### config.mk
export PLATFORM = sky130hd
export DESIGN_NAME = pwm_duty_meter
export DESIGN_NICKNAME = d
export VERILOG_FILES = /design/src/rtl/pwm_pkg.sv /design/src/rtl/pwm_div.sv /design/src/rtl/pwm_duty_meter.sv
export SDC_FILE = /design/constraint.sdc
export NUM_CORES = 1
export LEC_CHECK = 0
export CORE_MARGIN = 4
export CORE_UTILIZATION = 45
export DETAILED_ROUTE_END_ITERATION = 10
export PLACE_DENSITY = 0.66
export SETUP_SLACK_MARGIN = 0.15
export SLEW_MARGIN = 20
export SYNTH_ARGS = -nofsm -noshare
export SYNTH_HDL_FRONTEND = slang
export SYNTH_SLANG_ARGS = --single-unit
### constraint.sdc
create_clock -name clk50 -period 3.4 [get_ports clk50]
set_clock_uncertainty 0.15 [all_clocks]
set_input_delay 0.85 -clock clk50 [delete_from_list [all_inputs] [get_ports clk50]]
set_output_delay 0.85 -clock clk50 [all_outputs]
set_load 0.02 [all_outputs]
### src/rtl/pwm_pkg.sv
// Shared types and default widths for the PWM duty meter and its divider.
package pwm_pkg;

  localparam int unsigned CNT_W_DEF  = 16;
  localparam int unsigned DUTY_W_DEF = 8;

  typedef enum logic {
    IDLE,
    MEAS
  } meas_state_e;

  typedef enum logic {
    DIV_IDLE,
    DIV_RUN
  } div_state_e;

endpackage

### src/rtl/pwm_div.sv
// Sequential restoring divider: duty = floor({num, DUTY_W zeros} / den), one quotient
// bit per cycle over DUTY_W+1 cycles, saturating to all-ones when the quotient needs DUTY_W+1 bits.
module pwm_div
  import pwm_pkg::*;
#(
  parameter int unsigned CNT_W  = CNT_W_DEF,
  parameter int unsigned DUTY_W = DUTY_W_DEF
) (
  input  logic              clk,
  input  logic              rst_n,
  input  logic              start_i,
  input  logic [CNT_W-1:0]  num_i,
  input  logic [CNT_W-1:0]  den_i,
  output logic              busy_o,
  output logic              done_o,
  output logic [DUTY_W-1:0] quo_o
);

  localparam int unsigned       ITER_W    = $clog2(DUTY_W + 1);
  localparam logic [ITER_W-1:0] LAST_ITER = ITER_W'(DUTY_W);

  div_state_e        state_q, state_d;
  logic [CNT_W:0]    rem_q, rem_d;
  logic [CNT_W-1:0]  den_q, den_d;
  logic              lsb_q, lsb_d;
  logic [DUTY_W-1:0] quo_q, quo_d;
  logic [ITER_W-1:0] iter_q, iter_d;
  logic [CNT_W+1:0]  trial;
  logic              fits;

  // The remainder starts as num>>1 so the first step brings in num[0]; the bits after are zeros.
  // NOTE: every signal written here gets its default first, so no path can infer a latch.
  always_comb begin
    trial   = {rem_q, (iter_q == '0) ? lsb_q : 1'b0};
    fits    = (trial >= {2'b00, den_q});
    state_d = state_q;
    rem_d   = rem_q;
    den_d   = den_q;
    lsb_d   = lsb_q;
    quo_d   = quo_q;
    iter_d  = iter_q;
    done_o  = 1'b0;
    quo_o   = quo_q[DUTY_W-1] ? {DUTY_W{1'b1}} : {quo_q[DUTY_W-2:0], fits};
    case (state_q)
      DIV_IDLE: begin
        if (start_i) begin
          state_d = DIV_RUN;
          rem_d   = {2'b00, num_i[CNT_W-1:1]};
          lsb_d   = num_i[0];
          den_d   = den_i;
          quo_d   = '0;
          iter_d  = '0;
        end
      end
      DIV_RUN: begin
        rem_d  = fits ? (CNT_W+1)'(trial - {2'b00, den_q}) : trial[CNT_W:0];
        quo_d  = {quo_q[DUTY_W-2:0], fits};
        iter_d = iter_q + ITER_W'(1);
        if (iter_q == LAST_ITER) begin
          state_d = DIV_IDLE;
          done_o  = 1'b1;
        end
      end
      default: state_d = DIV_IDLE;
    endcase
  end

  // NOTE: registers use non-blocking assignments so every flop samples pre-edge values.
  always_ff @(posedge clk or negedge rst_n) begin
    if (!rst_n) begin
      state_q <= DIV_IDLE;
      rem_q   <= '0;
      den_q   <= '0;
      lsb_q   <= 1'b0;
      quo_q   <= '0;
      iter_q  <= '0;
    end else begin
      state_q <= state_d;
      rem_q   <= rem_d;
      den_q   <= den_d;
      lsb_q   <= lsb_d;
      quo_q   <= quo_d;
      iter_q  <= iter_d;
    end
  end

  assign busy_o = (state_q == DIV_RUN);

endmodule

### src/rtl/pwm_duty_meter.sv
// Measures period and high time of an asynchronous PWM line (rise to rise, in clk50 cycles),
// converts them to a duty code and reports stuck lines once per stall.
module pwm_duty_meter
  import pwm_pkg::*;
#(
  parameter int unsigned CNT_W       = CNT_W_DEF,
  parameter int unsigned DUTY_W      = DUTY_W_DEF,
  parameter int unsigned SYNC_STAGES = 2
) (
  input  logic              clk50,
  input  logic              rst_n,
  input  logic              pwm_in,
  output logic [CNT_W-1:0]  period_cnt,
  output logic [CNT_W-1:0]  high_cnt,
  output logic [DUTY_W-1:0] duty,
  output logic              valid,
  output logic              stuck,
  output logic              overrun
);

  localparam logic [CNT_W-1:0] PC_MAX = {CNT_W{1'b1}};

  logic [SYNC_STAGES-1:0] sync_q;
  logic                   s_d_q;
  logic                   s;
  logic                   rise;

  meas_state_e       state_q, state_d;
  logic [CNT_W-1:0]  pc_q, pc_d;
  logic [CNT_W-1:0]  hc_q, hc_d;
  logic              rep_done_q, rep_done_d;
  logic              pend_q, pend_d;
  logic [CNT_W-1:0]  lat_period_q, lat_period_d;
  logic [CNT_W-1:0]  lat_high_q, lat_high_d;
  logic [CNT_W-1:0]  period_q, period_d;
  logic [CNT_W-1:0]  high_q, high_d;
  logic [DUTY_W-1:0] duty_q, duty_d;
  logic              valid_q, valid_d;
  logic              stuck_q, stuck_d;
  logic              overrun_q, overrun_d;

  logic              timeout;
  logic              rep_fire;
  logic              div_start;
  logic              div_busy;
  logic              div_done;
  logic [DUTY_W-1:0] div_quo;

  assign s    = sync_q[SYNC_STAGES-1];
  assign rise = s & ~s_d_q;

  pwm_div #(
    .CNT_W  (CNT_W),
    .DUTY_W (DUTY_W)
  ) u_div (
    .clk     (clk50),
    .rst_n   (rst_n),
    .start_i (div_start),
    .num_i   (hc_q),
    .den_i   (pc_q),
    .busy_o  (div_busy),
    .done_o  (div_done),
    .quo_o   (div_quo)
  );

  // A stall report waits while a divide is in flight so the older result comes out first.
  always_comb begin
    timeout   = !rise && (pc_q == PC_MAX) && ((state_q == MEAS) || !rep_done_q);
    rep_fire  = (timeout || pend_q) && !div_busy;
    div_start = rise && (state_q == MEAS) && !div_busy;
    overrun_d = rise && (state_q == MEAS) && div_busy;
    pend_d    = (timeout || pend_q) && !rep_fire;

    state_d      = state_q;
    pc_d         = pc_q;
    hc_d         = hc_q;
    rep_done_d   = rep_done_q;
    lat_period_d = lat_period_q;
    lat_high_d   = lat_high_q;

    if (rise) begin
      state_d    = MEAS;
      pc_d       = CNT_W'(1);
      hc_d       = CNT_W'(1);
      rep_done_d = 1'b0;
    end else if (timeout) begin
      state_d    = IDLE;
      rep_done_d = 1'b1;
    end else if (state_q == MEAS) begin
      pc_d = pc_q + CNT_W'(1);
      hc_d = hc_q + CNT_W'(s);
    end else if (pc_q != PC_MAX) begin
      pc_d = pc_q + CNT_W'(1);
    end

    if (div_start) begin
      lat_period_d = pc_q;
      lat_high_d   = hc_q;
    end

    valid_d  = div_done || rep_fire;
    period_d = period_q;
    high_d   = high_q;
    duty_d   = duty_q;
    stuck_d  = stuck_q;
    if (div_done) begin
      period_d = lat_period_q;
      high_d   = lat_high_q;
      duty_d   = div_quo;
      stuck_d  = 1'b0;
    end else if (rep_fire) begin
      period_d = '0;
      high_d   = '0;
      duty_d   = s ? {DUTY_W{1'b1}} : '0;
      stuck_d  = 1'b1;
    end
  end

  always_ff @(posedge clk50 or negedge rst_n) begin
    if (!rst_n) begin
      sync_q       <= '0;
      s_d_q        <= 1'b0;
      state_q      <= IDLE;
      pc_q         <= '0;
      hc_q         <= '0;
      rep_done_q   <= 1'b0;
      pend_q       <= 1'b0;
      lat_period_q <= '0;
      lat_high_q   <= '0;
      period_q     <= '0;
      high_q       <= '0;
      duty_q       <= '0;
      valid_q      <= 1'b0;
      stuck_q      <= 1'b0;
      overrun_q    <= 1'b0;
    end else begin
      sync_q       <= {sync_q[SYNC_STAGES-2:0], pwm_in};
      s_d_q        <= s;
      state_q      <= state_d;
      pc_q         <= pc_d;
      hc_q         <= hc_d;
      rep_done_q   <= rep_done_d;
      pend_q       <= pend_d;
      lat_period_q <= lat_period_d;
      lat_high_q   <= lat_high_d;
      period_q     <= period_d;
      high_q       <= high_d;
      duty_q       <= duty_d;
      valid_q      <= valid_d;
      stuck_q      <= stuck_d;
      overrun_q    <= overrun_d;
    end
  end

  assign period_cnt = period_q;
  assign high_cnt   = high_q;
  assign duty       = duty_q;
  assign valid      = valid_q;
  assign stuck      = stuck_q;
  assign overrun    = overrun_q;

endmodule

Word-level counts from Yosys, hierarchy flattened
Index checks and enable logic that the tools add are counted.
{"block": "totals", "ff_bits": 160, "out_inout_bits": 43, "wordCells": 89}
{"block": "op_classes", "n_addsub": 4, "n_lt_le_gt_ge": 1, "eq_ne": 5, "n_mux": 33, "n_bitwise": 3, "reduce_logical": 22}
{"operator": "16-bit 2-to-1 mux", "n": 10}
{"operator": "8-bit 2-to-1 mux", "n": 5}
{"operator": "17-bit 2-to-1 mux", "n": 2}
{"operator": "17-bit case mux with 2 select lines", "n": 1}
{"operator": "18-bit by 16-bit greater-or-equal comparator with 1-bit output", "n": 1}
{"operator": "17-bit by 16-bit subtractor with 17-bit output", "n": 1}
{"operator": "16-bit by 1-bit adder with 16-bit output", "n": 1}
{"operator": "16-bit by 1-bit adder with 16-bit output, second input constant", "n": 1}
{"operator": "16-bit == test, second input constant", "n": 1}
{"operator": "16-bit != test, second input constant", "n": 1}
{"operator": "8-bit case mux with 2 select lines", "n": 1}
{"operator": "1-bit 2-to-1 mux", "n": 11}
{"operator": "4-bit case mux with 2 select lines", "n": 1}
{"operator": "1-bit logical AND", "n": 7}
{"operator": "2-bit AND reduction", "n": 3}
{"operator": "2-bit nonzero test", "n": 3}
{"operator": "4-bit by 1-bit adder with 4-bit output, second input constant", "n": 1}
{"operator": "4-bit == test, second input constant", "n": 1}
{"operator": "1-bit zero test", "n": 4}
{"operator": "4-bit zero test", "n": 1}
{"operator": "4-bit 2-to-1 mux", "n": 1}
{"operator": "2-bit != test, second input constant", "n": 2}
{"operator": "1-bit logical OR", "n": 3}
{"operator": "3-bit nonzero test", "n": 1}
{"operator": "other kinds (3)", "n": 4}

Depth between registers and ports, before layout
Gate-level depths: netlist (run 1).
{"block": "logic_depth", "depth_word": 9, "mapped_depth": 14}

By module
A second synthesis (run 1) with hierarchy kept.
{"block": "hier_totals", "cells_unflattened": 716, "area_unflattened_um2": 7780.0}
{"mod": "pwm_duty_meter", "n_inst": 1, "cells_each": 354, "area_per_inst_um2": 4561.9, "seq_area_each_um2": 2827.7}
{"mod": "pwm_div", "n_inst": 1, "cells_each": 362, "area_per_inst_um2": 3218.1, "seq_area_each_um2": 1176.1}

Worst setup path before layout (run 1)
Ideal clock, no wire load.
{"block": "synth_timing", "path_type": "reg-to-reg", "start": "register u_div.iter_q[0]", "end": "register u_div.rem_q[0]", "arrival_ps": 2649, "required_time_ps": 3124, "path_slack_ps": 475, "path_stages_with_launch": 14, "n_path_buf": 0, "synth_period_minus_slack_ps": 2925, "cell_sequence": "dfrtp_1 -> inv_1 -> ha_1 -> nor2b_1 -> nand3b_1 -> ha_1 -> inv_1 -> fa_1 -> a21oi_1 -> o211a_1 -> o22ai_2 -> o31ai_4 -> mux2i_1 -> a221o_1"}
{"block": "synth_between", "elab_chain_len": 5, "word_cells_on_any_way": 6, "classes_between": "1 x add/sub; 1 x order compare; 3 x mux; 1 x reduce/logical"}
{"item": "start: declaration", "line_no": "pwm_div.sv:27", "text": "logic [ITER_W-1:0] iter_q, iter_d;"}
{"item": "start signal: assignment", "line_no": "pwm_div.sv:83", "text": "iter_q <= iter_d;"}
{"item": "4-bit zero test (*)", "line_no": "pwm_div.sv:34", "text": "trial = {rem_q, (iter_q == '0) ? lsb_q : 1'b0};"}
{"item": "1-bit 2-to-1 mux (*)", "line_no": "pwm_div.sv:34"}
{"item": "17-bit by 16-bit subtractor with 17-bit output or 18-bit by 16-bit greater-or-equal comparator with 1-bit output (tied branches)", "line_no": "pwm_div.sv:56, pwm_div.sv:35"}
{"item": "17-bit 2-to-1 mux (*)", "line_no": "pwm_div.sv:56", "text": "rem_d = fits ? (CNT_W+1)'(trial - {2'b00, den_q}) : trial[CNT_W:0];"}
{"item": "17-bit case mux with 2 select lines (*)", "line_no": "pwm_div.sv:44", "text": "case (state_q)"}
{"item": "end signal: assignment", "line_no": "pwm_div.sv:79", "text": "rem_q <= rem_d;"}
{"item": "end: declaration", "line_no": "pwm_div.sv:23", "text": "logic [CNT_W:0] rem_q, rem_d;"}
Mark *: on every way between the ends. The rest lies on a longest branch, timed or not.
A chain may end at the register's enable or synchronous reset.

Worst setup path in the final report (run 1)
{"block": "layout_timing", "start": "register u_div.iter_q[0]", "end": "register u_div.rem_q[2]"}
Same word-level chain as after synthesis.

==> flow_summary.ini, run 1 <==
[route]
route.detailed.drc = 0
route.vias.total = 5235
ant_nets = 0
drtPass1Iterations = 4
finalWirelength_um = 16300
routed_via_density = 5.70
drt-initial-drc-count = 481
routedWlPerCell_um = 17.8

[critical_path]
r2r_slack_ns = 0.23
cpPeakStageDelay_ns = 0.42
worst-path-buf-inv = 3
worstPathMaxFanout = 6
worst_r2r_endpoint = u_div.rem_q[2]
cpMaxStageDelayCell = dfrtp_1
critPathArrivalTime_ns = 3.31
end_kind = flop
crit_type = reg2reg
cp_top_family = compound AO/OA/AOI/OAI gates
r2r-start = u_div.iter_q[0]
critPathLaunch = u_div.iter_q[0]
startpoint_type = flop
crit_chain = inv_1 > ha_1 > nor2b_1 > nand3b_1 > ha_2 > inv_1 > fa_2 > a21oi_2 > o211a_1 > o22ai_4 > o31a_4 > buf_4 > mux2i_1 > o211ai_1
crit_required_ns = 3.54
reg2regPathDepth = 14
critPathMostFrequentCell = inv_1

[floorplanning]
die_w_um = 131
die_y_um = 131
start_util = 0.465
dieArea_um2 = 17200
core_um2 = 14700
io_pins = 46
num_rows = 44

[logic_synthesis]
yosysMostFrequentCell = dfrtp_1
yosysSeqAreaShare = 0.523
ys_top_cells_by_count = dfrtp_1, nand2_1, nor2_1
synth-seq-cells = 143
synth_top_area_frac = 0.523
ys_types = 62
syn-cell-area_um2 = 6840
synth.area.top_cells = dfrtp_1, nand2_1, a22o_1
synth_edf_count = 0
async_reset_ff_frac = 1.00
synth_area_leader_cell = dfrtp_1
synth_flop_cell = dfrtp_1
ys_warn_count = 0
synth_nets = 697
postSynthAreaPerCell_um2 = 10.2
syn_inst = 672

[pwr]
vdd_drop_max_v = 0.000447
p_clk_frac = 0.244
p_total_mw = 7.36
p_leak_nw = 3.66
p_int_mw = 4.47
p_seq_frac = 0.331
switchingPower_mw = 2.89
comb_power_share = 0.425
powerDensity_nw_per_um2 = 905
swShare = 0.393

[timing]
fin_crit_sh = 0.933
max_freq_ghz = 0.315
finalHoldViolCount = 0
rsz0062_at_grt = no
min_period_ns = 3.17
finalSetupTns_ns = 0
whs_ns = 0.209
setup_violations = 0
tightest_slew_ns = 0.897
drv_slew = 0
slew_headroom = 0.401

[status]
status = finished clean

[layout]
area_growth_pct = 18.9
drive_above_1_share = 0.110
diodes = 0
final_nets = 747

[global_route]
grt_max_degree = 144
grt_pass1_wl_um = 27100
antenna_found_initial = 0
first_global_vias = 5265
grt-ovfl-total = 0
grt_usage = 0.194

[clock_tree]
cts_max_path_buffers = 2
clk_latency_ns = 0.42
clock_sinks = 143
postCtsHoldBufs = 0
cts_buffers = 17
cts_root_buffer = clkbuf_16
htree_levels = 4
cts_tree = built
clk_pin_slew_ns = 0.06

[min_path]
min_path_cells = 0
worstHoldEndpoint = sync_q[1]
hold_class = reg2reg
holdCritStartpoint = sync_q[0]

[placement]
routabilityCongestion = 0.855
io_buffer_count = 45
dpl.hpwl_um = 11500

[flow_run]
drv_cap = 0
## kinds of logic after synthesis
logic type,count (synthesis),share of synthesized area
compound gates,165,0.177
simple gates,237,0.161
flops,143,0.523
mux,9,0.0132
xor+xnor,34,0.0435
buf+inv,62,0.0400
fa+ha+maj,22,0.0413
## area by class of cell
type / count / area, um^2
Clock buffer: 17 / 425
Clock inverter: 15 / 150
Multi-Input combinational cell: 467 / 3020
Timing Repair Buffer: 67 / 633
Sequential cell: 143 / 3580
Tap cell: 184 / 230
Inverter: 26 / 98.8
Fill cell: 1239 / 6570
## per-layer routing
| layer | track usage | up-vias | wire (um) |
|---|---|---|---|
| met1 | 0.266 | 2582 | 7530 |
| li1 | - | 2488 | - |
| met2 | 0.303 | 129 | 7670 |
| met3 | 0.0447 | 36 | 690 |
| met4 | 0.0758 | 0 | 427 |
| met5 | 0 | - | 0 |
## cells in the final DEF, fill, tap and decap left out, types with 5 or more instances in the layout
| master | Yosys | routed |
|---|---|---|
| o31ai_1 | 8 | 8 |
| nor2_1 | 50 | 48 |
| a21o_1 | 5 | 5 |
| o21a_1 | 5 | 5 |
| clkdlybuf4s50_1 | 0 | 44 |
| nand4_1 | 14 | 14 |
| o21ai_0 | 31 | 31 |
| clkbuf_16 | 0 | 17 |
| ha_1 | 21 | 20 |
| inv_1 | 25 | 25 |
| a21oi_1 | 29 | 27 |
| nand3_1 | 17 | 17 |
| o211ai_1 | 11 | 11 |
| nand2_1 | 108 | 108 |
| dfrtp_1 | 143 | 143 |
| xor2_1 | 23 | 23 |
| a31oi_1 | 8 | 8 |
| xnor2_1 | 11 | 11 |
| nor3_1 | 12 | 12 |
| mux2i_1 | 9 | 9 |
| or4_1 | 5 | 5 |
| clkinvlp_4 | 0 | 5 |
| or3_1 | 5 | 5 |
| buf_4 | 1 | 20 |
| a22o_1 | 42 | 42 |
## per-stage QoR
step / cell area (um^2) / setup slack, ns / util / std cells
finish: 8130 / 0.226 / 0.553 / 919
global route: 8130 / 0.163 / 0.553 / 919
CTS: 8060 / 0.151 / 0.548 / 912
detailed placement: 7480 / 0.160 / 0.509 / 879
global placement: 7480 / 0.276 / 0.509 / 879
floorplan: 6840 / 0.475 / - / 672
## state kept, by name, indices dropped and copies added, names as in the netlist, 2 cells and up
name and flops:
u_div.den_q 15, period_cnt 16, sync_q 2, lat_high_q 15, high_cnt 16, u_div.rem_q 17
pc_q 16, u_div.iter_q 4, u_div.quo_q 8, duty 8, hc_q 16
## worst max path at each step
stage | endpoint | cells past startpoint
6_report | u_div.rem_q[2] | 14
5_1_grt | u_div.rem_q[2] | 14
4_1_cts | u_div.rem_q[15] | 14
3_5_place_dp | u_div.rem_q[15] | 14
3_3_place_gp | u_div.rem_q[15] | 14
2_1_floorplan | u_div.rem_q[0] | 13
## power groups by stage
stage / Sequential, mW / Clock (mW) / Combinational, mW
floorplan: 2.46 / 0 / 2.09
global placement: 2.44 / 0 / 2.85
detailed placement: 2.46 / 0 / 2.97
CTS: 2.43 / 1.84 / 2.99
global route: 2.47 / 1.92 / 3.45
finish: 2.44 / 1.80 / 3.13
## repair_timing
| item | CTS | global route |
|---|---|---|
| gates cloned | 0 | 0 |
| pin swaps | 1 | 5 |
| setup buffers | 1 | 7 |
| endpoints found under the setup margin | 1 | 19 |
| gates resized for setup | 0 | 7 |
| endpoints found under the hold margin | 0 | 0 |
(Power assumes the default switching activity.)
==> run 2: changes to the inputs <==
--- a/config.mk
+++ b/config.mk
@@ -8,6 +8,7 @@
 export CORE_MARGIN = 4
 export CORE_UTILIZATION = 45
 export DETAILED_ROUTE_END_ITERATION = 10
+export GPL_ROUTABILITY_DRIVEN = 0
 export PLACE_DENSITY = 0.66
 export SETUP_SLACK_MARGIN = 0.15
 export SLEW_MARGIN = 20
==> flow_summary.ini, run 2 (synthesized netlist as in run 1, its figures left out) <==
[status]
status = finished clean

[global_route]
top_usage_layer = met2
grt_pass1_wl_um = 27400
grt-ovfl-total = 0
use_met2 = 0.308
antenna_found_initial = 0
grt_use_met3 = 0.0390
grt_usage = 0.197
grt_util_met1 = 0.263
first_global_vias = 5327
grt_max_degree = 85

[placement]
dpl.hpwl_um = 11500
post-place-ws_ns = 0.174
io_buffer_count = 45
placed_cells_incl_taps = 879
placed_area_um2 = 7480

[route]
route.vias.total = 5329
finalWirelength_um = 16600
ant_nets = 0
drt-initial-drc-count = 450
route.detailed.drc = 0
routedWlPerCell_um = 18.1
routed_via_density = 5.82
drtPass1Iterations = 5

[pwr]
p_seq_frac = 0.326
switchingPower_mw = 2.81
vdd_drop_max_v = 0.000479
comb_power_share = 0.406
p_clk_frac = 0.267
swShare = 0.376
p_leak_nw = 3.68
p_int_mw = 4.66
powerDensity_nw_per_um2 = 917

[critical_path]
worstPathMaxFanout = 11
crit_type = reg2reg
crit_chain = inv_1 > ha_1 > nor2b_1 > nand3b_1 > ha_1 > inv_1 > fa_2 > a21oi_1 > o211a_1 > o22ai_2 > o31a_4 > mux2i_1 > o221ai_1
startpoint_type = flop
worst-path-buf-inv = 2
cpMaxStageDelayCell = o31a_4
end_kind = flop
cpPeakStageDelay_ns = 0.44
crit_required_ns = 3.52
cp_top_family = compound AO/OA/AOI/OAI gates
critPathArrivalTime_ns = 3.28

[floorplanning]
die_w_um = 131
core_um2 = 14700
die_y_um = 131
dieArea_um2 = 17200
start_util = 0.465
num_rows = 44
io_pins = 46

[layout]
fillers = 1276
largest_reg_flops = 17
final_nets = 743
drive_above_1_share = 0.0999
mostFrequentLayoutCells = dfrtp_1, nand2_1, nor2_1
diodes = 0
regMostFlops = u_div.rem_q
fin_cells = 915
layout_commonest_cell = dfrtp_1
final_area_um2 = 8150
area_growth_pct = 19.1

[timing]
whs_ns = 0.124
drv_slew = 0
tightest_slew_ns = 0.908
rsz0062_at_grt = no
finalSetupTns_ns = 0
slew_headroom = 0.394
worst_slack_ns = 0.242
setup_violations = 0
max_freq_ghz = 0.317
min_period_ns = 3.16
fin_crit_sh = 0.929
finalHoldViolCount = 0

[min_path]
hold_class = in2async

[clock_tree]
clk_latency_ns = 0.43
clk_pin_slew_ns = 0.06
cts_root_buffer = clkbuf_16
postCtsHoldBufs = 0
cts_max_path_buffers = 2
htree_levels = 4
cts_buffers = 17
cts_tree = built
clock_sinks = 143

[flow_run]
drv_cap = 0
## run 2: cell types whose count changed in the layout (fill, tap and decap cells not counted), sizes merged
cell,delta
inv,-4
buf,-4
clkbuf,+4
clkinvlp,-2
clkinv,-1
bufinv,+3
## run 2: worst paths after layout
kind	endpoint	cells after the start	slack (ns)	startpoint
max	u_div.rem_q[6]	13	0.24	u_div.iter_q[0]
min	period_cnt[12]	1	0.12	rst_n
max reg2reg	u_div.rem_q[6]	13	0.24	u_div.iter_q[0]
min reg2reg	sync_q[1]	0	0.21	sync_q[0]
max in group asynchronous	u_div.den_q[0]	2	2.24	rst_n
min in group clk50	sync_q[1]	0	0.21	sync_q[0]
## run 2: metrics by stage
stage                     utilization  power (mW)
after floorplan                     -        4.55
after global placement          0.509        5.28
after detailed placement        0.509        5.40
after CTS                       0.552        7.44
after global routing            0.554        7.95
final                           0.554        7.47
## run 2: power groups by stage
stage | logic (mW) | clock network [mW] | registers, mW
6_report | 3.04 | 2.00 | 2.44
5_1_grt | 3.36 | 2.11 | 2.48
3_5_place_dp | 2.94 | 0 | 2.46
3_3_place_gp | 2.84 | 0 | 2.44
2_1_floorplan | 2.09 | 0 | 2.46
4_1_cts | 2.97 | 2.04 | 2.43
## run 2: cell type report
| class | instances | area (um^2) | area share |
|---|---|---|---|
| flip-flops and latches | 143 | 3580 | 0.439 |
| multi-input cells | 467 | 3000 | 0.369 |
| repair buffers | 63 | 599 | 0.0736 |
| clock buffers | 21 | 460 | 0.0565 |
| well taps | 184 | 230 | 0.0283 |
| clock inverters | 11 | 178 | 0.0218 |
| inverters | 26 | 98.8 | 0.0121 |
## run 2: layer usage
metal / vias to the layer above / wire length [um] / part of all wire
met3: 45 / 724 / 0.044
met5: - / 0 / 0
li1: 2483 / - / -
met1: 2632 / 7570 / 0.46
met2: 169 / 7680 / 0.46
met4: 0 / 593 / 0.036
## run 2: timing repair
item | in CTS | in global routing
setup buffers | 0 | 4
endpoints found under the setup margin | 0 | 16
resized for setup | 0 | 1
## run 2: worst reg2reg max path: stages, from the launching register on
cell,delay [ns]
dfrtp_1,0.42
inv_1,0.06
ha_1,0.18
nor2b_1,0.14
nand3b_1,0.13
ha_1,0.19
inv_1,0.06
fa_2,0.37
a21oi_1,0.17
o211a_1,0.23
o22ai_2,0.15
o31a_4,0.44
mux2i_1,0.18
o221ai_1,0.14
==> run 3: changes to the inputs <==
==> constraint.sdc (replaced) <==
create_clock -name clk50 -period 4 [get_ports clk50]
set_clock_uncertainty 0.15 [all_clocks]
set_input_delay 1 -clock clk50 [delete_from_list [all_inputs] [get_ports clk50]]
set_output_delay 1 -clock clk50 [all_outputs]
set_load 0.02 [all_outputs]
==> flow_summary.ini, run 3 (synthesized netlist as in run 1, its figures left out) <==
[route]
ant_nets = 0
drt-initial-drc-count = 461
routedWlPerCell_um = 17.5
drtPass1Iterations = 5
route.detailed.drc = 0
routed_via_density = 5.78
route.vias.total = 5235
finalWirelength_um = 15900

[clock_tree]
cts_tree = built
cts_resized = 0
postCtsHoldBufs = 0
cts_buffers = 17
clock_sinks = 143
cts_max_path_buffers = 2
clk_pin_slew_ns = 0.06
cts_root_buffer = clkbuf_16
clk_latency_ns = 0.42
htree_levels = 4
postCtsSetupRepairBufs = 0

[floorplanning]
start_util = 0.465
io_pins = 46
dieArea_um2 = 17200
core_um2 = 14700
die_w_um = 131
num_rows = 44
die_y_um = 131

[status]
status = finished clean

[global_route]
grt_pass1_wl_um = 27000
first_global_vias = 5158
grt_max_degree = 80
grt-ovfl-total = 0
antenna_found_initial = 0
grt_usage = 0.192

[critical_path]
end_kind = flop
reg2regPathDepth = 14
cpPeakStageDelay_ns = 0.42
crit_required_ns = 4.16
critPathLaunch = u_div.iter_q[0]
critPathArrivalTime_ns = 3.40
startpoint_type = flop
crit_chain = inv_1 > ha_1 > nor2b_1 > nand3b_1 > ha_1 > inv_1 > fa_1 > a21oi_1 > o211a_1 > o22ai_2 > o31ai_4 > buf_4 > nor3_1 > a21o_1
worstPathMaxFanout = 11
crit_type = reg2reg
cpMaxStageDelayCell = fa_1
critPathCapture = u_div.rem_q[15]
r2r_slack_ns = 0.76
worst_r2r_endpoint = u_div.rem_q[15]
r2r-start = u_div.iter_q[0]

[layout]
final_area_um2 = 8040
multi_input_area_um2 = 3010
final_nets = 734
largest_reg_flops = 17
regMostFlops = u_div.rem_q
layout_commonest_cell = dfrtp_1
finalCoreUtilization = 0.547
diodes = 0
fillers = 1283
drive_above_1_share = 0.0886
area_growth_pct = 17.6
mostFrequentLayoutCells = dfrtp_1, nand2_1, nor2_1
ff_latch_area_um2 = 3580

[placement]
io_buffer_count = 45
placed_area_um2 = 7440
dpl.hpwl_um = 11200

[pwr]
p_leak_nw = 3.62
powerDensity_nw_per_um2 = 763
vdd_drop_max_v = 0.000393

[timing]
min_period_ns = 3.24
finalHoldViolCount = 0
max_freq_ghz = 0.308
fin_crit_sh = 0.811
finalSetupTns_ns = 0
setup_violations = 0
whs_ns = 0.204
drv_slew = 0
slew_headroom = 0.443
tightest_slew_ns = 0.834
rsz0062_at_grt = no

[min_path]
hold_class = reg2reg

[flow_run]
drv_cap = 0
[run 3: metrics by stage]
step	total power, mW	setup WS (ns)	instances
final	6.14	0.756	906
after global routing	6.57	0.518	906
after CTS	6.15	0.777	906
after detailed placement	4.55	0.799	874
after global placement	4.47	0.885	874
after floorplan	3.87	1.07	672
[run 3: layout make-up]
| type | count | share of cell area |
|---|---|---|
| Tap cell | 184 | 0.0286 |
| Clock buffer | 21 | 0.0585 |
| Multi-Input combinational cell | 467 | 0.374 |
| Inverter | 26 | 0.0123 |
| Timing Repair Buffer | 54 | 0.0661 |
| Sequential cell | 143 | 0.445 |
| Clock inverter | 11 | 0.0160 |
[run 3: power breakdown]
part	internal, mW	leakage (nW)	switching, mW
Sequential	1.78	1.87	0.286
Combinational	1.05	1.46	1.45
Clock	0.972	0.290	0.607
Total	3.80	3.62	2.34
[run 3: how the worst min path moves through the flow]
stage | start | endpoint | depth (start not counted)
2_1_floorplan | sync_q[0] | sync_q[1] | 0
3_3_place_gp | sync_q[0] | sync_q[1] | 0
3_5_place_dp | sync_q[0] | sync_q[1] | 0
4_1_cts | sync_q[0] | sync_q[1] | 0
5_1_grt | sync_q[0] | sync_q[1] | 0
6_report | sync_q[0] | sync_q[1] | 0
[run 3: worst max-delay path: cells and delay by family, from the launching register on]
family / cells / cell delay [ns]
buffers and inverters: 3 / 0.35
adder cells (fa/ha/maj): 3 / 0.78
flip-flops: 1 / 0.40
AND/OR/NAND/NOR: 3 / 0.35
AO/OA/AOI/OAI: 5 / 1.09
[run 3: per-layer routing]
| metal | part of all wire | global-route usage | vias up | wire length, um |
|---|---|---|---|---|
| met5 | 0 | 0 | - | 0 |
| met4 | 0.019 | 0.0747 | 0 | 309 |
| met3 | 0.038 | 0.0394 | 29 | 603 |
| met2 | 0.47 | 0.296 | 135 | 7430 |
| met1 | 0.47 | 0.269 | 2609 | 7530 |
| li1 | - | - | 2462 | - |
